File: config.mk
export PLATFORM = sky130hd
export DESIGN_NAME = cla_nibble_seq_adder
export DESIGN_NICKNAME = d
export VERILOG_FILES = /design/src/rtl/cla_nibble_seq_adder.sv
export SDC_FILE = /design/constraint.sdc
export NUM_CORES = 1
export LEC_CHECK = 0
export ABC_CLOCK_PERIOD_IN_PS = 4500
export BUFFER_PORTS_ARGS = -buffer_cell sky130_fd_sc_hd__buf_2
export CORE_ASPECT_RATIO = 1.4
export CORE_MARGIN = 10
export CORE_UTILIZATION = 35
export CTS_BUF_LIST = sky130_fd_sc_hd__clkbuf_16
export CTS_CLUSTER_DIAMETER = 80
export CTS_CLUSTER_SIZE = 8
export DETAILED_ROUTE_END_ITERATION = 8
export SLEW_MARGIN = 20
export SYNTH_ARGS = -nofsm -noshare
export SYNTH_HDL_FRONTEND = slang
export SYNTH_SLANG_ARGS = --single-unit
File: constraint.sdc
create_clock -name clk -period 4.5 [get_ports clk]
set_clock_uncertainty 0.1 [all_clocks]
set_input_delay 0.45 -clock clk [delete_from_list [all_inputs] [get_ports clk]]
set_output_delay 0.45 -clock clk [all_outputs]
set_load 0.01 [all_outputs]
File: src/rtl/cla_nibble_seq_adder.sv
// Sequential wide adder/subtractor built around one 4-bit carry-lookahead
// adder. Each clock handles one nibble, starting with the least-significant
// nibble. The carry between nibbles is kept in a register. Operands come in
// and results go out over valid/ready handshakes.

// 4-bit carry-lookahead adder. c[0] is the carry-in and c[4] the carry-out.
module cla (
    input  logic [3:0] a,
    input  logic [3:0] b,
    input  logic       cin,
    output logic [3:0] s,
    output logic [4:0] c
);
    logic [3:0] g;
    logic [3:0] p;

    assign g = a & b;
    assign p = a ^ b;

    // Every carry is computed straight from generate/propagate terms, so no carry waits on the one below it.
    assign c[0] = cin;
    assign c[1] = g[0] | (p[0] & cin);
    assign c[2] = g[1] | (p[1] & g[0]) | (p[1] & p[0] & cin);
    assign c[3] = g[2] | (p[2] & g[1]) | (p[2] & p[1] & g[0])
                | (p[2] & p[1] & p[0] & cin);
    assign c[4] = g[3] | (p[3] & g[2]) | (p[3] & p[2] & g[1])
                | (p[3] & p[2] & p[1] & g[0]) | (p[3] & p[2] & p[1] & p[0] & cin);
    assign s    = p ^ c[3:0];
endmodule

module cla_nibble_seq_adder #(
    parameter int WIDTH = 16
) (
    input  logic             clk,
    input  logic             rst_n,
    input  logic             in_valid,
    output logic             in_ready,
    input  logic [WIDTH-1:0] a,
    input  logic [WIDTH-1:0] b,
    input  logic             sub,
    input  logic             cin,
    output logic             out_valid,
    input  logic             out_ready,
    output logic [WIDTH-1:0] sum,
    output logic             cout,
    output logic             ovf,
    output logic             busy
);
    localparam int NIB   = WIDTH / 4;
    localparam int IDX_W = (NIB > 1) ? $clog2(NIB) : 1;
    localparam logic [IDX_W-1:0] LAST = IDX_W'(NIB - 1);

    typedef enum logic [1:0] {IDLE, RUN, DONE} state_t;

    state_t           state;
    logic [IDX_W-1:0] idx;
    logic [WIDTH-1:0] a_reg;
    logic [WIDTH-1:0] b_reg;
    logic             carry_reg;

    logic [IDX_W+1:0] base;
    logic [3:0]       nib_s;
    logic [4:0]       nib_c;

    // Bit offset of the nibble being processed in this cycle.
    assign base = {idx, 2'b00};

    cla u_cla (
        .a   (a_reg[base +: 4]),
        .b   (b_reg[base +: 4]),
        .cin (carry_reg),
        .s   (nib_s),
        .c   (nib_c)
    );

    assign in_ready  = (state == IDLE);
    assign out_valid = (state == DONE);
    assign busy      = (state != IDLE);

    // Control FSM, operand capture and per-nibble result update.
    // NOTE: all state is updated with non-blocking assignments. Every register then samples values from before the edge, whatever order the statements run in.
    always_ff @(posedge clk or negedge rst_n) begin
        if (!rst_n) begin
            state     <= IDLE;
            idx       <= '0;
            a_reg     <= '0;
            b_reg     <= '0;
            carry_reg <= 1'b0;
            sum       <= '0;
            cout      <= 1'b0;
            ovf       <= 1'b0;
        end else begin
            case (state)
                IDLE: begin
                    if (in_valid) begin
                        // Subtraction is done as A + ~B + ~borrow.
                        a_reg     <= a;
                        b_reg     <= sub ? ~b : b;
                        carry_reg <= sub ? ~cin : cin;
                        idx       <= '0;
                        state     <= RUN;
                    end
                end
                RUN: begin
                    sum[base +: 4] <= nib_s;
                    carry_reg      <= nib_c[4];
                    if (idx == LAST) begin
                        cout  <= nib_c[4];
                        ovf   <= nib_c[4] ^ nib_c[3];
                        state <= DONE;
                    end else begin
                        idx <= idx + 1'b1;
                    end
                end
                DONE: begin
                    if (out_ready) begin
                        state <= IDLE;
                    end
                end
                default: state <= IDLE;
            endcase
        end
    end
endmodule

==> Word level (Yosys, flattened, before mapping) <==
Index checks and enable logic that the tools add are counted.
{ "op_classes": {"n_mul": 0, "bitwise": 32, "n_reduce_logical": 8, "n_addsub": 2, "div_mod_pow": 0, "n_lt_le_gt_ge": 0, "n_eq_ne": 7, "muxes": 12, "shifts": 4} }
{ "op_table": {"columns": ["operator", "n"], "rows": [
  ["16-bit by 5-bit variable part select with 4-bit output", 2],
  ["1-bit AND", 16],
  ["16-bit bitwise mux", 1],
  ["16-bit 2-to-1 mux", 1],
  ["16-bit NOT", 1],
  ["4-bit by 6-bit variable shift with 16-bit output, first input constant", 1],
  ["4-bit by 6-bit variable part select with 16-bit output", 1],
  ["2-bit 2-to-1 mux", 5],
  ["1-bit bitwise OR", 10],
  ["4-bit XOR", 2],
  ["2-bit inequality test, second input constant", 3],
  ["4-bit negator with 6-bit output", 1],
  ["2-bit one-hot mux with 3 select lines", 1],
  ["2-bit AND reduction", 3],
  ["3-bit AND reduction", 2],
  ["4-bit AND", 1],
  ["2-bit equality test, second input constant", 2],
  ["2-bit one-hot mux with 2 select lines", 1],
  ["2-bit nonzero test", 2],
  ["2-bit by 1-bit adder with 2-bit output, second input constant", 1],
  ["2-bit by 1-bit equality test with 1-bit output, second input constant", 1],
  ["2-bit zero test", 1],
  ["1-bit 2-to-1 mux", 2],
  ["2-bit by 1-bit inequality test with 1-bit output, second input constant", 1],
  ["3 further kinds", 3]
]} }
{ "word_totals": {"output_inout_bits": 21, "input_bits": 38, "reg_bits": 55, "word_cells": 73, "n_memories": 0, "mem_bits_ro": 0, "latch_bits": 0, "mem_bits_rw": 0} }

==> Depth between registers and ports, before layout <==
Gate-level depths: netlist of the first run.
{ "logic_depth": {"depth_word": 9, "mapped_depth": 7, "depth_no_buf": 6} }

==> Modules after synthesis <==
A second synthesis of the first run with hierarchy kept.
{ "hier_totals": {"cells_unflattened": 206, "area_unflattened_um2": 2710.1} }
{ "by_module_without_submodules": {"columns": ["module", "seq_area_each_um2", "area_each_um2", "instances", "cells_each"], "rows": [
  ["cla_nibble_seq_adder", 1376.3, 2560.0, 1, 190],
  ["cla", 0.0, 150.1, 1, 16]
]} }

==> Worst setup path after synthesis of the first run <==
Ideal clock, no wire load.
{ "synth_timing": {"path_type": "reg-to-reg", "start": "reg idx[0]", "end": "reg sum[11]", "t_arrival_ns": 2.328, "path_stages_with_launch": 8, "synth_period_minus_slack_ns": 2.549, "path_slack_ns": 1.951, "t_required_ns": 4.279, "path_cell_list": "dfrtp_1 buf_4 mux4_2 ha_1 a211oi_1 o21bai_1 xor2_1 a22o_1"} }
{ "synth_via": {"elab_chain_len": 9, "word_cells_on_any_way": 24, "cone_classes": "add/sub: 1; shift: 4; mux: 1; bitwise: 18"} }
{ "synth_lines": {"columns": ["element", "line", "rtl"], "rows": [
  ["from (decl)", "56", "logic [IDX_W-1:0] idx;"],
  ["from (signal assigned)", "112", "idx <= idx + 1'b1;"],
  ["16-bit by 5-bit variable part select with 4-bit output, on equally long branches", "69, 70", null],
  ["4-bit XOR or 4-bit AND (tied branches)", "18, 17", null],
  ["1-bit AND, on equally long branches", "24, 25", null],
  ["1-bit bitwise OR (tied with other cells)", "24", "assign c[3] = g[2] | (p[2] & g[1]) | (p[2] & p[1] & g[0])"],
  ["1-bit bitwise OR or 1-bit AND (tied branches)", "24, 25", null],
  ["1-bit bitwise OR", "25", "| (p[2] & p[1] & p[0] & cin);"],
  ["4-bit XOR", "28", "assign s = p ^ c[3:0];"],
  ["4-bit by 6-bit variable part select with 16-bit output", "105", "sum[base +: 4] <= nib_s;"],
  ["16-bit bitwise mux *", "105", null],
  ["to (signal, indexed assignment)", "105", null],
  ["to (decl)", "44", "output logic [WIDTH-1:0] sum,"]
]} }
Every way passes the cells marked *; elsewhere a longest branch is shown, timed or not.
A chain may end at the register's enable or synchronous reset.

==> Final worst setup path of the first run <==
{ "layout_timing": {"start": "reg idx[0]", "end": "reg sum[7]"} }
The elaborated chain is that of the path after synthesis.

==> metrics.md, run 1 <==
| Metric | Value |
|---|---|
| Fin. max-slew vios | `0` |
| # IOs | `59` |
| Data arrival time of the worst path | `3.05 ns` |
| CP delay by family, top | `flip-flops` |
| Max-cap violations | `0` |
| Largest net degree at the start of global routing | `56` |
| CP max FO | `15` |
| Max stage delay on crit path | `0.84 ns` |
| Worst-margin pin slew | `0.943 ns` |
| CP Launch Type | `flip-flop` |
| Die Y | `124 um` |
| H-Tree Depth | `2` |
| DP HPWL | `4490 um` |
| GPL Wtd Cong | `0.752` |
| CP Cell Sequence | `mux4_2 -> ha_1 -> a211oi_1 -> o21bai_1 -> xor2_1 -> a22o_1` |
| Vias/cell | `4.69` |
| Fin crit period | `2.91 ns` |
| Chip width | `94.3 um` |
| Clock Path Buffers | `2` |
| Routed Antenna Nets | `0` |
| PortBufs | `58` |
| Layout Utilization | `43.1%` |
| Setup slack, reg-to-reg | `1.59 ns` |
| Outcome | `completed` |
| RSZ-0062 raised after global routing | `no` |
| Most frequent cells in the layout | `buf_2 (58), dfrtp_1 (55), nand2_1 (24), o21ai_0 (21), xnor2_1 (19)` |
| Ys async rst share | `100%` |
| CTS tree | `done` |
| Overall routing resource usage | `10.2%` |
| Initial core utilization | `36.3%` |
| Clock tree sinks | `55` |
| DRT iter0 DRCs | `44` |
| Synthesis-to-finish area growth | `18.7%` |
| Cell area after synthesis | `2700 um^2` |
| ANT cells | `0` |
| Setup-failing EPs final | `0` |
| DRC Markers | `0` |
| Share of layout cells above drive strength 1 | `35.7%` |
| Worst-path clk slew | `0.07 ns` |
| Tcrit/Tclk final | `64.8%` |
| FF+latch area | `1380 um^2` |
| R2R depth | `6` |
| Crit Path Category | `flip-flop to flip-flop` |
| Area occupied by multi-input gates | `1250 um^2` |
| PwrDens | `781 nW/um^2` |
| Setup bufs post-CTS | `0` |
| Fmax achieved | `343 MHz` |
| CP endpoint kind | `flip-flop` |
| Post-synth EDFFs | `0` |
| Nets | `318` |
| Drt pass-1 iters | `4` |
| Vias in the first global route | `1902` |
| Total CTS buffers | `5` |
| Core area | `7450 um^2` |
| Slew margin rel. | `37.1%` |
| Register area share after synthesis | `50.9%` |
| Most common cell after layout, fill and taps aside | `buf_2` |
| Yosys warns | `0` |
| CP max-delay cell | `dfrtp_1` |
| Global-route wire length before repair | `9440 um` |
| Clock Latency Late Sink | `0.29 ns` |
| GRT overflow | `0` |
| Ys flop type | `dfrtp_1` |
| Wire length per cell | `15.7 um` |
| Via count | `1718` |
| WP buf/inv | `0` |
| Synth Net Count | `261` |
| Total die area | `11700 um^2` |
| Worst Hold Class | `input pin to async pin` |
| Initial antenna violation count | `0` |
| Final-report hold violation count | `0` |
| Clock tree root buffer cell | `clkbuf_16` |
| Worst reg2reg startpoint | `idx[0]$_DFFE_PN0P_` |
| Final TNS setup | `0 ns` |
| Synthesized area per cell | `12.8 um^2` |
| Maximum VDD drop | `324 uV` |
| Cell count after synthesis | `211` |
| Post_cts resized | `0` |
| Worst path required time | `4.64 ns` |
| Fillers | `726` |
| Pleak | `0.00155 uW` |
| Final wirelength | `5730 um` |
| Hold-fix buffers, CTS | `0` |
| Worst reg2reg path endpoint | `sum[7]$_DFFE_PN0P_` |
| Post-synth cell types | `34` |
| Rows | `37` |
| Yosys reg bits | `55` |
per-layer routing:
layer	GRT usage, %	share of wire, %
met1	12.2	43
met4	2.86	0.89
met5	0	0
met2	17.6	51
met3	2.65	4.6
cells by family after synthesis:
| family | count (synthesis) | share of synthesized area [%] |
|---|---|---|
| compound gates | 44 | 10.9 |
| flops | 55 | 50.9 |
| fa+ha+maj | 12 | 5.83 |
| simple gates | 39 | 7.40 |
| xor+xnor | 20 | 6.48 |
| mux | 26 | 15.5 |
| buf+inv | 15 | 2.96 |
worst reg2reg max path, cell delays in order (launching register included):
cell      delay, ns
dfrtp_1        0.84
mux4_2         0.65
ha_1           0.33
a211oi_1       0.24
o21bai_1       0.17
xor2_1         0.34
a22o_1         0.18
synthesized netlist by cell type (2+ instances only):
library cell / count / area (um^2)
a21oi_1: 2 / 10.0
a22o_1: 17 / 149
buf_6: 2 / 22.5
clkbuf_1: 4 / 15.0
dfrtp_1: 55 / 1380
ha_1: 11 / 138
inv_1: 6 / 22.5
mux2_2: 7 / 78.8
mux2_4: 10 / 150
mux4_2: 8 / 180
nand2_1: 24 / 90.1
nand2b_1: 2 / 12.5
nor2_1: 4 / 15.0
o21ai_0: 21 / 105
xnor2_1: 19 / 166
final cells by class:
cell class / count / share of cell area (%)
Timing Repair Buffer: 59 / 9.28
Multi-Input combinational cell: 141 / 38.9
Tap cell: 97 / 3.78
Inverter: 6 / 0.702
Clock buffer: 5 / 3.90
Clock inverter: 3 / 0.585
Sequential cell: 55 / 42.9
per-stage QoR:
step	cells	setup slack, ns	instance area, um^2	hold slack (ns)	power, uW
2_1_floorplan	211	1.95	2700	0.0544	1800
3_3_place_gp	358	1.62	3070	0.364	2130
3_5_place_dp	358	1.57	3070	0.373	2160
4_1_cts	366	1.56	3210	0.215	2550
5_1_grt	366	1.37	3210	0.250	2720
6_report	366	1.59	3210	0.171	2510
worst max path at each step:
stage	endpoint	cells past startpoint	slack (ns)	startpoint
finish	sum[7]$_DFFE_PN0P_	6	1.59	idx[0]$_DFFE_PN0P_
global route	sum[11]$_DFFE_PN0P_	6	1.37	idx[0]$_DFFE_PN0P_
CTS	sum[7]$_DFFE_PN0P_	6	1.56	idx[0]$_DFFE_PN0P_
detailed placement	sum[11]$_DFFE_PN0P_	6	1.57	idx[0]$_DFFE_PN0P_
global placement	sum[7]$_DFFE_PN0P_	6	1.62	idx[0]$_DFFE_PN0P_
floorplan	sum[11]$_DFFE_PN0P_	7	1.95	idx[0]$_DFFE_PN0P_
power breakdown:
group | total, uW | switching, uW | internal [uW]
Combinational | 1230 | 643 | 588
Clock | 383 | 176 | 207
Sequential | 893 | 180 | 713
Power figures use the tool's default switching activity.
==> run 2: changes to the inputs <==
--- a/config.mk
+++ b/config.mk
@@ -5,7 +5,7 @@
 export SDC_FILE = /design/constraint.sdc
 export NUM_CORES = 1
 export LEC_CHECK = 0
-export ABC_CLOCK_PERIOD_IN_PS = 4500
+export ABC_CLOCK_PERIOD_IN_PS = 2600
 export BUFFER_PORTS_ARGS = -buffer_cell sky130_fd_sc_hd__buf_2
 export CORE_ASPECT_RATIO = 1.4
 export CORE_MARGIN = 10
==> constraint.sdc (replaced) <==
create_clock -name clk -period 2.6 [get_ports clk]
set_clock_uncertainty 0.1 [all_clocks]
set_input_delay 0.26 -clock clk [delete_from_list [all_inputs] [get_ports clk]]
set_output_delay 0.26 -clock clk [all_outputs]
set_load 0.01 [all_outputs]
==> run 2 against run 1 <==
  * Count of clock-buffer cells in the layout is the same
  * Critical path type unchanged
  * Clock power is 67% higher
  * Sequential share of layout area fell by 1.1 points
==> metrics.md, run 2 (same netlist as run 1, synthesis figures left out) <==
| Metric | Value |
|---|---|
| PortBufs | `58` |
| Total die area | `11700 um^2` |
| Max stage delay on crit path | `0.56 ns` |
| Nets | `322` |
| Pleak | `0.00159 uW` |
| Total power | `4540 uW` |
| GPL Wtd Cong | `0.737` |
| Data arrival time of the worst path | `2.54 ns` |
| Post-place setup slack | `0.0561 ns` |
| Worst Hold Class | `input pin to flip-flop` |
| Crit Path Category | `flip-flop to flip-flop` |
| Global-route wire length before repair | `9770 um` |
| # IOs | `59` |
| Chip width | `94.3 um` |
| Met3 routed WL | `346 um` |
| Drt pass-1 iters | `4` |
| Largest net degree at the start of global routing | `56` |
| Vias in the first global route | `1960` |
| CP Launch Type | `flip-flop` |
| Final-report hold violation count | `0` |
| Fin. max-slew vios | `0` |
| H-Tree Depth | `2` |
| Clock tree sinks | `55` |
| Layout Utilization | `44.2%` |
| Final wirelength | `5700 um` |
| Fmax achieved | `405 MHz` |
| Routed Antenna Nets | `0` |
| Fin crit period | `2.47 ns` |
| Sequential Power Share | `32.9%` |
| Most frequent cells in the layout | `buf_2 (58), dfrtp_1 (55), nand2_1 (24), o21ai_0 (21), xnor2_1 (18)` |
| Hold slack | `0.0650 ns` |
| Total CTS buffers | `5` |
| CP endpoint kind | `flip-flop` |
| CP max FO | `15` |
| CP Cell Sequence | `buf_12 -> mux4_2 -> ha_1 -> a211oi_2 -> o21bai_2 -> xor2_2 -> a22o_1` |
| Slew margin rel. | `43.6%` |
| Total net switching power | `1800 uW` |
| M1 WL | `2290 um` |
| Clock tree root buffer cell | `clkbuf_16` |
| Rows | `37` |
| Final worst slack | `0.133 ns` |
| RSZ-0062 raised after global routing | `no` |
| CP delay by family, top | `compound AO/OA/AOI/OAI gates` |
| Maximum VDD drop | `669 uV` |
| Initial antenna violation count | `0` |
| Final TNS setup | `0 ns` |
| Int Pwr | `2740 uW` |
| Outcome | `completed` |
| GRT overflow | `0` |
| DRC Markers | `0` |
| CTS tree | `done` |
| PwrDens | `1380 nW/um^2` |
| Initial core utilization | `36.3%` |
| ANT cells | `0` |
| Vias/cell | `4.66` |
| Synthesis-to-finish area growth | `21.7%` |
| Clock power frac | `14.1%` |
| Die Y | `124 um` |
| CP max-delay cell | `mux4_2` |
| Highest metal used | `met4` |
| Worst-path clk slew | `0.07 ns` |
| Setup bufs post-CTS | `0` |
| Sw Share | `39.7%` |
| Share of layout cells above drive strength 1 | `37.7%` |
| DRT iter0 DRCs | `61` |
| Wire length per cell | `15.4 um` |
| DP HPWL | `4540 um` |
| Power share of the combinational group | `53.0%` |
| Clock Latency Late Sink | `0.29 ns` |
| DR WL met2 | `2990 um` |
| Overall routing resource usage | `10.6%` |
| Worst-margin pin slew | `0.843 ns` |
| Setup-failing EPs final | `0` |
| Tcrit/Tclk final | `94.9%` |
| Max-cap violations | `0` |
| Most common cell after layout, fill and taps aside | `buf_2` |
| Worst path required time | `2.68 ns` |
| WP buf/inv | `1` |
| Via count | `1725` |
| Clock Path Buffers | `2` |
| Core area | `7450 um^2` |
==> run 2: area by class of cell <==
class	count	area, um^2
clock inverters	3	16.3
clock buffers	5	125
flip-flops and latches	55	1380
well taps	97	121
fillers	726	4160
inverters	6	22.5
repair buffers	63	355
multi-input cells	141	1270
==> run 2: final timing paths <==
kind | endpoint | cells after the start | slack, ns | from
worst min-delay path | state[1]$_DFFE_PN0P_ | 2 | 0.07 | out_ready
worst max-delay path | sum[7]$_DFFE_PN0P_ | 7 | 0.13 | idx[0]$_DFFE_PN0P_
worst max register to register | sum[7]$_DFFE_PN0P_ | 7 | 0.13 | idx[0]$_DFFE_PN0P_
worst min register to register | b_reg[3]$_DFFE_PN0P_ | 2 | 0.38 | b_reg[3]$_DFFE_PN0P_
max in group asynchronous | sum[2]$_DFFE_PN0P_ | 3 | 1.76 | rst_n
min in group asynchronous | a_reg[15]$_DFFE_PN0P_ | 3 | 0.39 | rst_n
==> run 2: routing by layer <==
metal | track usage, % | vias to the layer above
met1 | 11.9 | 812
met3 | 3.19 | 5
met2 | 18.5 | 45
li1 | - | 863
met5 | 0 | -
met4 | 3.52 | 0
==> run 2: worst reg2reg max path, delay by kind of cell, from the launching register on <==
family	cells	cell delay, ns
AO/OA/AOI/OAI	3	0.59
multiplexers	1	0.57
flip-flops	1	0.38
adder cells (fa/ha/maj)	1	0.36
XOR/XNOR	1	0.19
buffers and inverters	1	0.17
==> run 2: per-stage QoR <==
step / cells / instance area (um^2)
final: 370 / 3290
after global placement: 361 / 3110
after CTS: 370 / 3260
after global routing: 370 / 3290
after floorplan: 211 / 2700
after detailed placement: 361 / 3110
==> run 2: power groups by stage <==
stage / sequential [uW] / clock (uW) / combinational [uW]
3_3_place_gp: 1510 / 0 / 2230
5_1_grt: 1550 / 698 / 2660
4_1_cts: 1500 / 659 / 2300
3_5_place_dp: 1510 / 0 / 2290
2_1_floorplan: 1460 / 0 / 1660
6_report: 1490 / 641 / 2400
==> run 2: timing repair <==
item                                    CTS  global route
endpoints found under the setup margin    0             5
gates resized for setup                   0             5
hold buffers                              1             0
hold endpoints to repair                 55             0
==> run 3: changes to the inputs <==
--- a/config.mk
+++ b/config.mk
@@ -10,11 +10,11 @@
 export CORE_ASPECT_RATIO = 1.4
 export CORE_MARGIN = 10
 export CORE_UTILIZATION = 35
-export CTS_BUF_LIST = sky130_fd_sc_hd__clkbuf_16
+export CTS_BUF_LIST = sky130_fd_sc_hd__clkbuf_8 sky130_fd_sc_hd__clkbuf_16
 export CTS_CLUSTER_DIAMETER = 80
 export CTS_CLUSTER_SIZE = 8
 export DETAILED_ROUTE_END_ITERATION = 8
-export SLEW_MARGIN = 20
 export SYNTH_ARGS = -nofsm -noshare
 export SYNTH_HDL_FRONTEND = slang
+export SYNTH_HIERARCHICAL = 1
 export SYNTH_SLANG_ARGS = --single-unit
==> run 3 against run 2 <==
  * First-iteration DRC count grew 48%
  * Combinational power rose by 9.6%
  * Synthesized cell count shrank 2.8%
  * Sequential cell count is the same
  * Via count is 0.17% higher
  * Sequential power grew 3%
  * Area after synthesis barely moved
  * Hold slack got worse by 0.032 ns
  * Critical endpoint is now cout$_DFFE_PN0P_
  * Largest power group unchanged
  * Highest routed layer unchanged
==> metrics.md, run 3 <==
| Metric | Value |
|---|---|
| Outcome | `completed` |
| Post_cts resized | `0` |
| Global-route wire length before repair | `9660 um` |
| H-Tree Depth | `2` |
| Setup-failing EPs final | `0` |
| Fmax achieved | `399 MHz` |
| Via count | `1728` |
| Hold path start | `out_ready` |
| Fin. max-slew vios | `0` |
| Hold slack | `0.0332 ns` |
| Pleak | `0.00153 uW` |
| # IOs | `59` |
| Crit Path Category | `flip-flop to flip-flop` |
| Fin crit period | `2.50 ns` |
| Cell area after synthesis | `2700 um^2` |
| RSZ-0062 raised after global routing | `yes` |
| Routed Antenna Nets | `0` |
| CP endpoint kind | `flip-flop` |
| Largest net degree at the start of global routing | `51` |
| ANT cells | `0` |
| Worst path required time | `2.70 ns` |
| Initial antenna violation count | `0` |
| PwrDens | `1450 nW/um^2` |
| Vias/cell | `4.67` |
| Core area | `7450 um^2` |
| CP max FO | `6` |
| GPL Wtd Cong | `0.706` |
| Vias in the first global route | `1940` |
| Worst-margin pin slew | `0.589 ns` |
| Setup bufs post-CTS | `0` |
| Area occupied by multi-input gates | `1240 um^2` |
| Tcrit/Tclk final | `96.3%` |
| Clock Path Buffers | `2` |
| Overall routing resource usage | `10.4%` |
| Clock tree root buffer cell | `clkbuf_8` |
| Slew margin rel. | `60.7%` |
| Worst Hold End | `state[1]$_DFFE_PN0P_` |
| Total power | `4760 uW` |
| FF+latch area | `1380 um^2` |
| GRT overflow | `0` |
| Total CTS buffers | `5` |
| Final-report hold violation count | `0` |
| Clock Latency Late Sink | `0.30 ns` |
| Synthesis-to-finish area growth | `21.2%` |
| Most common cell after layout, fill and taps aside | `buf_2` |
| Chip width | `94.3 um` |
| Depth of the worst hold-timing path | `2` |
| Clock tree sinks | `55` |
| DP HPWL | `4590 um` |
| Max-cap violations | `0` |
| Fillers | `699` |
| CTS tree | `done` |
| Synthesized area per cell | `13.2 um^2` |
| Most frequent cells in the layout | `buf_2 (58), dfrtp_1 (54), nor2_1 (21), xnor2_1 (18), mux2_2 (18)` |
| Data arrival time of the worst path | `2.60 ns` |
| Worst reg2reg path endpoint | `cout$_DFFE_PN0P_` |
| CP Launch Type | `flip-flop` |
| Share of layout cells above drive strength 1 | `42.9%` |
| DRT iter0 DRCs | `90` |
| Yosys warns | `6` |
| Wire length per cell | `15.5 um` |
| Initial core utilization | `36.3%` |
| Synth Net Count | `253` |
| Die Y | `124 um` |
| Worst reg2reg startpoint | `idx[0]$_DFFE_PN0P_` |
| Worst Hold Class | `input pin to flip-flop` |
| Total die area | `11700 um^2` |
| Drt pass-1 iters | `4` |
| Rows | `37` |
| Nets | `320` |
| Final wirelength | `5750 um` |
| Cell count after synthesis | `205` |
| DRC Markers | `0` |
| Setup slack, reg-to-reg | `0.1 ns` |
| Maximum VDD drop | `709 uV` |
| PortBufs | `58` |
| Worst-path clk slew | `0.10 ns` |
| R2R depth | `7` |
[run 3: changes by cell type in the layout (fill, tap and decap cells not counted), sizes merged, moves of 7 or more]
cell,delta
o21ai,-17
nor2,+16
a21oi,+14
buf,+7
nand2,-21
[run 3: per-layer routing]
metal  up-vias  wire [um]  share of wire (%)  track usage, %
met4         0         41               0.71            3.14
met2        30       3160                 55            19.3
li1        866          -                  -               -
met3         2        238                4.1            2.53
met5         -          0                  0               0
met1       830       2310                 40            11.4
[run 3: final cells by class]
type	count	area share (%)
Clock buffer	6	2.52
Clock inverter	2	1.18
Inverter	6	0.688
Multi-Input combinational cell	134	37.8
Sequential cell	55	42.1
Tap cell	97	3.71
Timing Repair Buffer	70	12.1
[run 3: worst max-delay path: stages (launching register included)]
cell and delay (ns):
dfrtp_2 0.45, mux4_2 0.56, ha_1 0.32, a211oi_2 0.25, o21ba_2 0.21, inv_2 0.04
a21o_1 0.20, mux2_2 0.26
[run 3: how the worst max path moves through the flow]
stage / slack, ns / end / start
3_5_place_dp: 0.08 / cout$_DFFE_PN0P_ / idx[0]$_DFFE_PN0P_
2_1_floorplan: 0.04 / cout$_DFFE_PN0P_ / idx[0]$_DFFE_PN0P_
6_report: 0.1 / cout$_DFFE_PN0P_ / idx[0]$_DFFE_PN0P_
3_3_place_gp: 0.08 / sum[3]$_DFFE_PN0P_ / idx[0]$_DFFE_PN0P_
5_1_grt: -0.002 / sum[15]$_DFFE_PN0P_ / idx[0]$_DFFE_PN0P_
4_1_cts: 0.07 / cout$_DFFE_PN0P_ / idx[0]$_DFFE_PN0P_
[run 3: repair_timing]
action	CTS	global route
hold buffers	1	0
endpoints found under the hold margin	24	0
endpoints found under the setup margin	0	1
[run 3: per-stage QoR]
stage | util, % | worst slack (ns) | std cells | setup TNS, ns | instance area (um^2)
after detailed placement | 42.2 | 0.0763 | 361 | 0 | 3140
final | 43.9 | 0.0960 | 370 | 0 | 3270
after CTS | 43.9 | 0.0692 | 370 | 0 | 3270
after global routing | 43.9 | -0.00231 | 370 | -0.00231 | 3270
after floorplan | - | 0.0414 | 205 | 0 | 2710
after global placement | 42.2 | 0.0796 | 361 | 0 | 3140
[run 3: power breakdown]
group          internal, uW  total, uW  switching, uW
sequential             1250       1530            283
combinational          1330       2630           1300
clock                   317        596            279
total                  2890       4760           1860
